### src/rtl/counter_seq_ctrl.sv
`default_nettype none
// ============================================================================
// Module   : counter_seq_ctrl
// Purpose  : Run-control sequencer for the counter datapath. Owns the count
//            register and advances it through an external combinational
//            incrementer (inc_a -> inc_sum). Provides start/stop/clear
//            control, a programmable terminal count, one-shot or wrap modes,
//            and busy/done/tc_pulse status.
// Ports    : clk        - rising-edge clock
//            reset      - asynchronous, active-low reset
//            start      - begin / resume counting (level)
//            stop       - pause counting, RUN -> HOLD (level)
//            clear      - abort to IDLE and zero the count (level)
//            term       - terminal count value
//            mode_wrap  - 1: wrap to 0 at term, 0: one-shot, stop at term
//            inc_a      - incrementer operand (always equals count)
//            inc_sum    - incrementer result (inc_a + 1)
//            count      - current count (registered)
//            busy       - high in RUN or HOLD (registered)
//            done       - sticky one-shot completion flag
//            tc_pulse   - one-cycle pulse on each terminal-count event
//            prescale   - advance divider reload (COUNTER_PRESCALE_EN only)
// Options  : COUNTER_PRESCALE_EN - when defined, adds the prescale port and
//            an internal PS_WIDTH-bit divider; the count advances once every
//            (prescale + 1) RUN cycles.
// Revision : 1.0 - initial release
// ============================================================================
module counter_seq_ctrl #(
    parameter int WIDTH    = 8,
    parameter int PS_WIDTH = 4
) (
    input  logic                clk,
    input  logic                reset,
    input  logic                start,
    input  logic                stop,
    input  logic                clear,
    input  logic [WIDTH-1:0]    term,
    input  logic                mode_wrap,
    output logic [WIDTH-1:0]    inc_a,
    input  logic [WIDTH-1:0]    inc_sum,
    output logic [WIDTH-1:0]    count,
    output logic                busy,
    output logic                done,
    output logic                tc_pulse
`ifdef COUNTER_PRESCALE_EN
    ,
    input  logic [PS_WIDTH-1:0] prescale
`endif
);

    typedef enum logic [1:0] {
        ST_IDLE = 2'd0,
        ST_RUN  = 2'd1,
        ST_HOLD = 2'd2,
        ST_DONE = 2'd3
    } state_t;

    state_t             r_state;
    state_t             w_state_nxt;
    logic [WIDTH-1:0]   r_count;
    logic [WIDTH-1:0]   w_count_nxt;
    logic               r_busy;
    logic               r_done;
    logic               w_done_nxt;
    logic               r_tc;
    logic               w_tc_nxt;
    logic               w_adv;
    logic               w_at_term;

    // Parameter sanity: a zero-width field cannot be built.
    if (WIDTH < 1 || PS_WIDTH < 1) begin : g_bad_params
        $error("counter_seq_ctrl: WIDTH and PS_WIDTH must be >= 1");
    end

    assign w_at_term = (r_count == term);

`ifdef COUNTER_PRESCALE_EN
    logic [PS_WIDTH-1:0] r_div;
    logic [PS_WIDTH-1:0] w_div_nxt;

    assign w_adv = (r_div == prescale);

    // Divider runs only while actively counting; it holds in HOLD so a
    // pause/resume does not lose the partial prescale period.
    always_comb begin
        w_div_nxt = r_div;
        if (clear) begin
            w_div_nxt = '0;
        end else if ((r_state == ST_IDLE || r_state == ST_DONE) && start) begin
            w_div_nxt = '0;
        end else if (r_state == ST_RUN && !stop) begin
            w_div_nxt = w_adv ? '0 : r_div + 1'b1;
        end
    end

    always_ff @(posedge clk or negedge reset) begin
        if (!reset) begin
            r_div <= '0;
        end else begin
            r_div <= w_div_nxt;
        end
    end
`else
    assign w_adv = 1'b1;
`endif

    // Next-state / next-output logic. Priority: clear > stop > start.
    always_comb begin
        w_state_nxt = r_state;
        w_count_nxt = r_count;
        w_done_nxt  = r_done;
        w_tc_nxt    = 1'b0;
        if (clear) begin
            w_state_nxt = ST_IDLE;
            w_count_nxt = '0;
            w_done_nxt  = 1'b0;
        end else begin
            case (r_state)
                ST_IDLE: begin
                    if (start) begin
                        w_state_nxt = ST_RUN;
                        w_count_nxt = '0;
                    end
                end
                ST_DONE: begin
                    if (start) begin
                        w_state_nxt = ST_RUN;
                        w_count_nxt = '0;
                        w_done_nxt  = 1'b0;
                    end
                end
                ST_RUN: begin
                    // stop wins over a simultaneous start: both -> HOLD.
                    if (stop) begin
                        w_state_nxt = ST_HOLD;
                    end else if (w_adv) begin
                        if (w_at_term) begin
                            w_tc_nxt = 1'b1;
                            if (mode_wrap) begin
                                w_count_nxt = '0;
                            end else begin
                                w_state_nxt = ST_DONE;
                                w_done_nxt  = 1'b1;
                            end
                        end else begin
                            w_count_nxt = inc_sum;
                        end
                    end
                end
                ST_HOLD: begin
                    // Resume from the held count; no reload.
                    if (start && !stop) begin
                        w_state_nxt = ST_RUN;
                    end
                end
                default: begin
                    w_state_nxt = ST_IDLE;
                end
            endcase
        end
    end

    always_ff @(posedge clk or negedge reset) begin
        if (!reset) begin
            r_state <= ST_IDLE;
            r_count <= '0;
            r_busy  <= 1'b0;
            r_done  <= 1'b0;
            r_tc    <= 1'b0;
        end else begin
            r_state <= w_state_nxt;
            r_count <= w_count_nxt;
            // busy tracks the state being entered so it is aligned with it.
            r_busy  <= (w_state_nxt == ST_RUN) || (w_state_nxt == ST_HOLD);
            r_done  <= w_done_nxt;
            r_tc    <= w_tc_nxt;
        end
    end

    assign inc_a    = r_count;
    assign count    = r_count;
    assign busy     = r_busy;
    assign done     = r_done;
    assign tc_pulse = r_tc;

endmodule : counter_seq_ctrl
`default_nettype wire

### config.mk
export PLATFORM = sky130hd
export DESIGN_NAME = counter_seq_ctrl
export DESIGN_NICKNAME = d
export VERILOG_FILES = /design/src/rtl/counter_seq_ctrl.sv
export SDC_FILE = /design/constraint.sdc
export NUM_CORES = 1
export LEC_CHECK = 0
export CAP_MARGIN = 20
export CORE_MARGIN = 4
export CORE_UTILIZATION = 38
export DETAILED_ROUTE_END_ITERATION = 10
export PLACE_DENSITY = 0.76
export SYNTH_ARGS = -nofsm -noshare
export SYNTH_HDL_FRONTEND = slang
export SYNTH_SLANG_ARGS = --single-unit
### constraint.sdc
create_clock -name clk -period 2.2 [get_ports clk]
set_input_delay 0.44 -clock clk [delete_from_list [all_inputs] [get_ports clk]]
set_output_delay 0.44 -clock clk [all_outputs]
set_load 0.01 [all_outputs]
==> results.md <==
| Metric | This run | Unit |
|:---|:---|:---|
| Result of the run | complete, no violations | - |
| Share of final-layout standard cells stronger than drive strength 1 | 9.09 | % |
| Biggest area consumer among synthesized cells | dfrtp_1 | - |
| Routed wire length | 2160 | um |
| Req. time, crit path | 2.43 | ns |
| Part of the cycle the worst path needs | 89.0 | % |
| Count of synthesis-stage warnings from yosys | 0 | - |
| Syn_area_per_cell | 9.53 | um2 |
| Avg WL per Cell | 13.5 | um |
| Post-route ant nets | 0 | - |
| Most common library cell in the layout ignoring fill and taps | clkdlybuf4s50_1 | - |
| I/O pin count | 41 | - |
| 1st-pass router iterations | 4 | - |
| Kind of path behind the tightest hold check | in2async | - |
| Area of all placed cells without fillers | 0.00132 | mm2 |
| Count of endpoints failing setup in the final report | 0 | - |
| Wire length of the first global-routing pass | 3570 | um |
| Pin count of the biggest net entering global routing | 14 | - |
| Number of design rule violations left after detail routing | 0 | - |
| Total inserted antenna cells | 0 | - |
| Filler Cell Count | 207 | - |
| HPWL after DPL | 1770 | um |
| Layout Nets | 158 | - |
| Final number of max-transition violations | 0 | - |
| Static power due to leakage | 0.000540 | uW |
| Count of placed standard cells in the final layout, fillers left out | 160 | - |
| Maximum buffer depth of the clock tree | 2 | - |
| Synthesis-stage register bit count | 13 | - |
| Netlist cell types | 32 | - |
| Shortest clock period the worst path allows after layout | 1.96 | ns |
| Horiz. Die Dim | 57.1 | um |
| Worst-Skew Late Latency | 0.29 | ns |
| Clock tree from TritonCTS | done | - |
| Die H | 57.1 | um |
| Post-CTS setup buffer count | 0 | - |
| Overall die area | 0.00326 | mm2 |
| Worst VDD drop | 0.441 | mV |
| Commonest cells after routing, fill and taps aside | clkdlybuf4s50_1 (40), inv_1 (13), dfrtp_1 (13), nand2_1 (10), mux2i_1 (8) | - |
| Initial core utilization | 40.6 | % |
| Number of max-cap violations | 0 | - |
| Placed inst area | 0.00130 | mm2 |
| Clock-pin slew reported for the worst setup and hold paths after clock tree synthesis | 0.09 | ns |
| Leading post-synthesis cells by cell area | dfrtp_1 (36%), mux2i_1 (8.8%), buf_4 (6.6%) | - |
| GR Util All Layers | 14.1 | % |
| Buffer type at the clock tree root | clkbuf_4 | - |
| Detailed-route via count | 817 | - |
| Slew at the pin with the worst max-slew slack | 0.600 | ns |
| Final total negative setup slack | 0 | ns |
| Cells after Synth | 96 | - |
| Highest net fanout along the worst path | 5 | - |
| CTS-repair resized insts | 0 | - |
| Gpl congestion | 0.806 | - |
| Sequential share of the synthesized area | 35.6 | % |
| Sort of element at the start of the critical path | input pin | - |
| Core Rows | 17 | - |
| Aggregate global routing overflow | 0 | - |
| Via count of the first global-routing pass | 774 | - |
| Post-Route Skew | 0.00695 | ns |
| Nets in the synthesized netlist | 121 | - |
| Data arrival time of the critical path | 2.19 | ns |
| Area Growth Syn to Fin | 44.7 | % |
| Worst setup EP type | flip-flop | - |
| CTS H-tree lvls | 1 | - |
| Power per unit of standard cell area | 730 | mW/mm2 |
| Antenna violations before repair | 0 | - |
| Setup repair after global routing missed its margin | false | - |
| # hold bufs at CTS | 0 | - |
| Category of the most critical setup path | in2reg | - |
| Clock net sink count | 13 | - |
| Number of buffer cells added on primary ports | 40 | - |
| Hold violation total from the final report | 0 | - |
| Average via count per standard cell | 5.11 | - |
| Area share of the largest cell type after synthesis | 35.6 | % |
| Number of violations reported at the end of detailed-routing iteration 0 | 15 | - |
| Cell total after placement | 156 | - |
| Achievable Freq | 0.511 | GHz |
| Core outline area | 0.00225 | mm2 |
| TritonCTS buffer count | 3 | - |
| Synth Cell Area | 915 | um2 |
| Worst slew margin relative to its limit | 59.9 | % |
cell type report:
cell class,count,area (um2),share of cell area [%]
multi-input combinational,60,472,35.6
timing repair buffer,42,415,31.4
sequential,13,325,24.6
inverter,13,48.8,3.69
tap,28,35.0,2.65
clock buffer,3,22.5,1.70
clock inverter,1,5.00,0.378
path summary, 6_finish.rpt:
check | startpoint | to | slack [ns] | cells past startpoint
worst max-delay path | term[4] | busy | 0.24 | 6
worst min-delay path | reset | count[3] | 0.53 | 1
worst max register to register | r_state[1] | busy | 0.26 | 7
worst min register to register | done | done | 0.56 | 1
min in group clk | done | done | 0.56 | 1
max in group asynchronous | reset | count[2] | 1.28 | 1
synthesized netlist by cell type (all sizes together):
cell / instances
inv: 13
a311oi: 1
nand2: 10
buf: 9
dfrtp: 13
xnor2: 8
nor3: 2
o31ai: 1
a21oi: 2
o21a: 1
or2: 1
ha: 3
or4b: 1
o32ai: 1
nor2b: 1
nand3b: 1
nand3: 2
nor4: 2
o21ai: 2
nand2b: 2
clkbuf: 1
nor2: 3
nand4: 2
o21ba: 1
o211ai: 2
a31oi: 1
o221ai: 1
mux2i: 8
o221a: 1
metrics by stage:
step | util [%] | hold WS, ns | power [uW] | setup slack [ns]
final | 58.7 | 0.526 | 966 | 0.242
after detailed placement | 57.5 | 0.554 | 822 | -0.0484
after global routing | 58.7 | 0.567 | 1050 | 0.0861
after CTS | 58.7 | 0.554 | 982 | 0.236
after global placement | 57.5 | 0.535 | 809 | -0.0255
after floorplan | - | 0.144 | 642 | 0.415
where the power goes:
part	switching, uW	leakage (uW)	internal [uW]	total [uW]
clock network	85.4	0.0000177	67.6	153
registers	48.2	0.000178	280	328
logic	221	0.000344	264	485
cells by family after synthesis:
kind of cell	share of synthesized area (%)
adder cells (fa/ha/maj)	4.10
XOR/XNOR	9.30
buffers and inverters	12.9
AO/OA/AOI/OAI	13.8
flip-flops	35.6
AND/OR/NAND/NOR	15.6
multiplexers	8.76
per-layer routing:
layer  GRT usage [%]  part of all wire [%]
met1            16.2                    39
met2            24.0                    54
met3            4.75                   5.6
met4            5.30                   1.6
met5               0                     0
state kept, by name, indices dropped and copies added (netlist names):
| name | flops |
|---|---|
| count | 8 |
| r_state | 2 |
| busy | 1 |
| done | 1 |
| tc_pulse | 1 |
critical path: stages:
cell and delay [ns]:
clkdlybuf4s50_1 0.41, xnor2_1 0.20, nand4_1 0.25, o31ai_2 0.32
or4b_1 0.47, nand3_1 0.10
(Power assumes the default switching activity.)
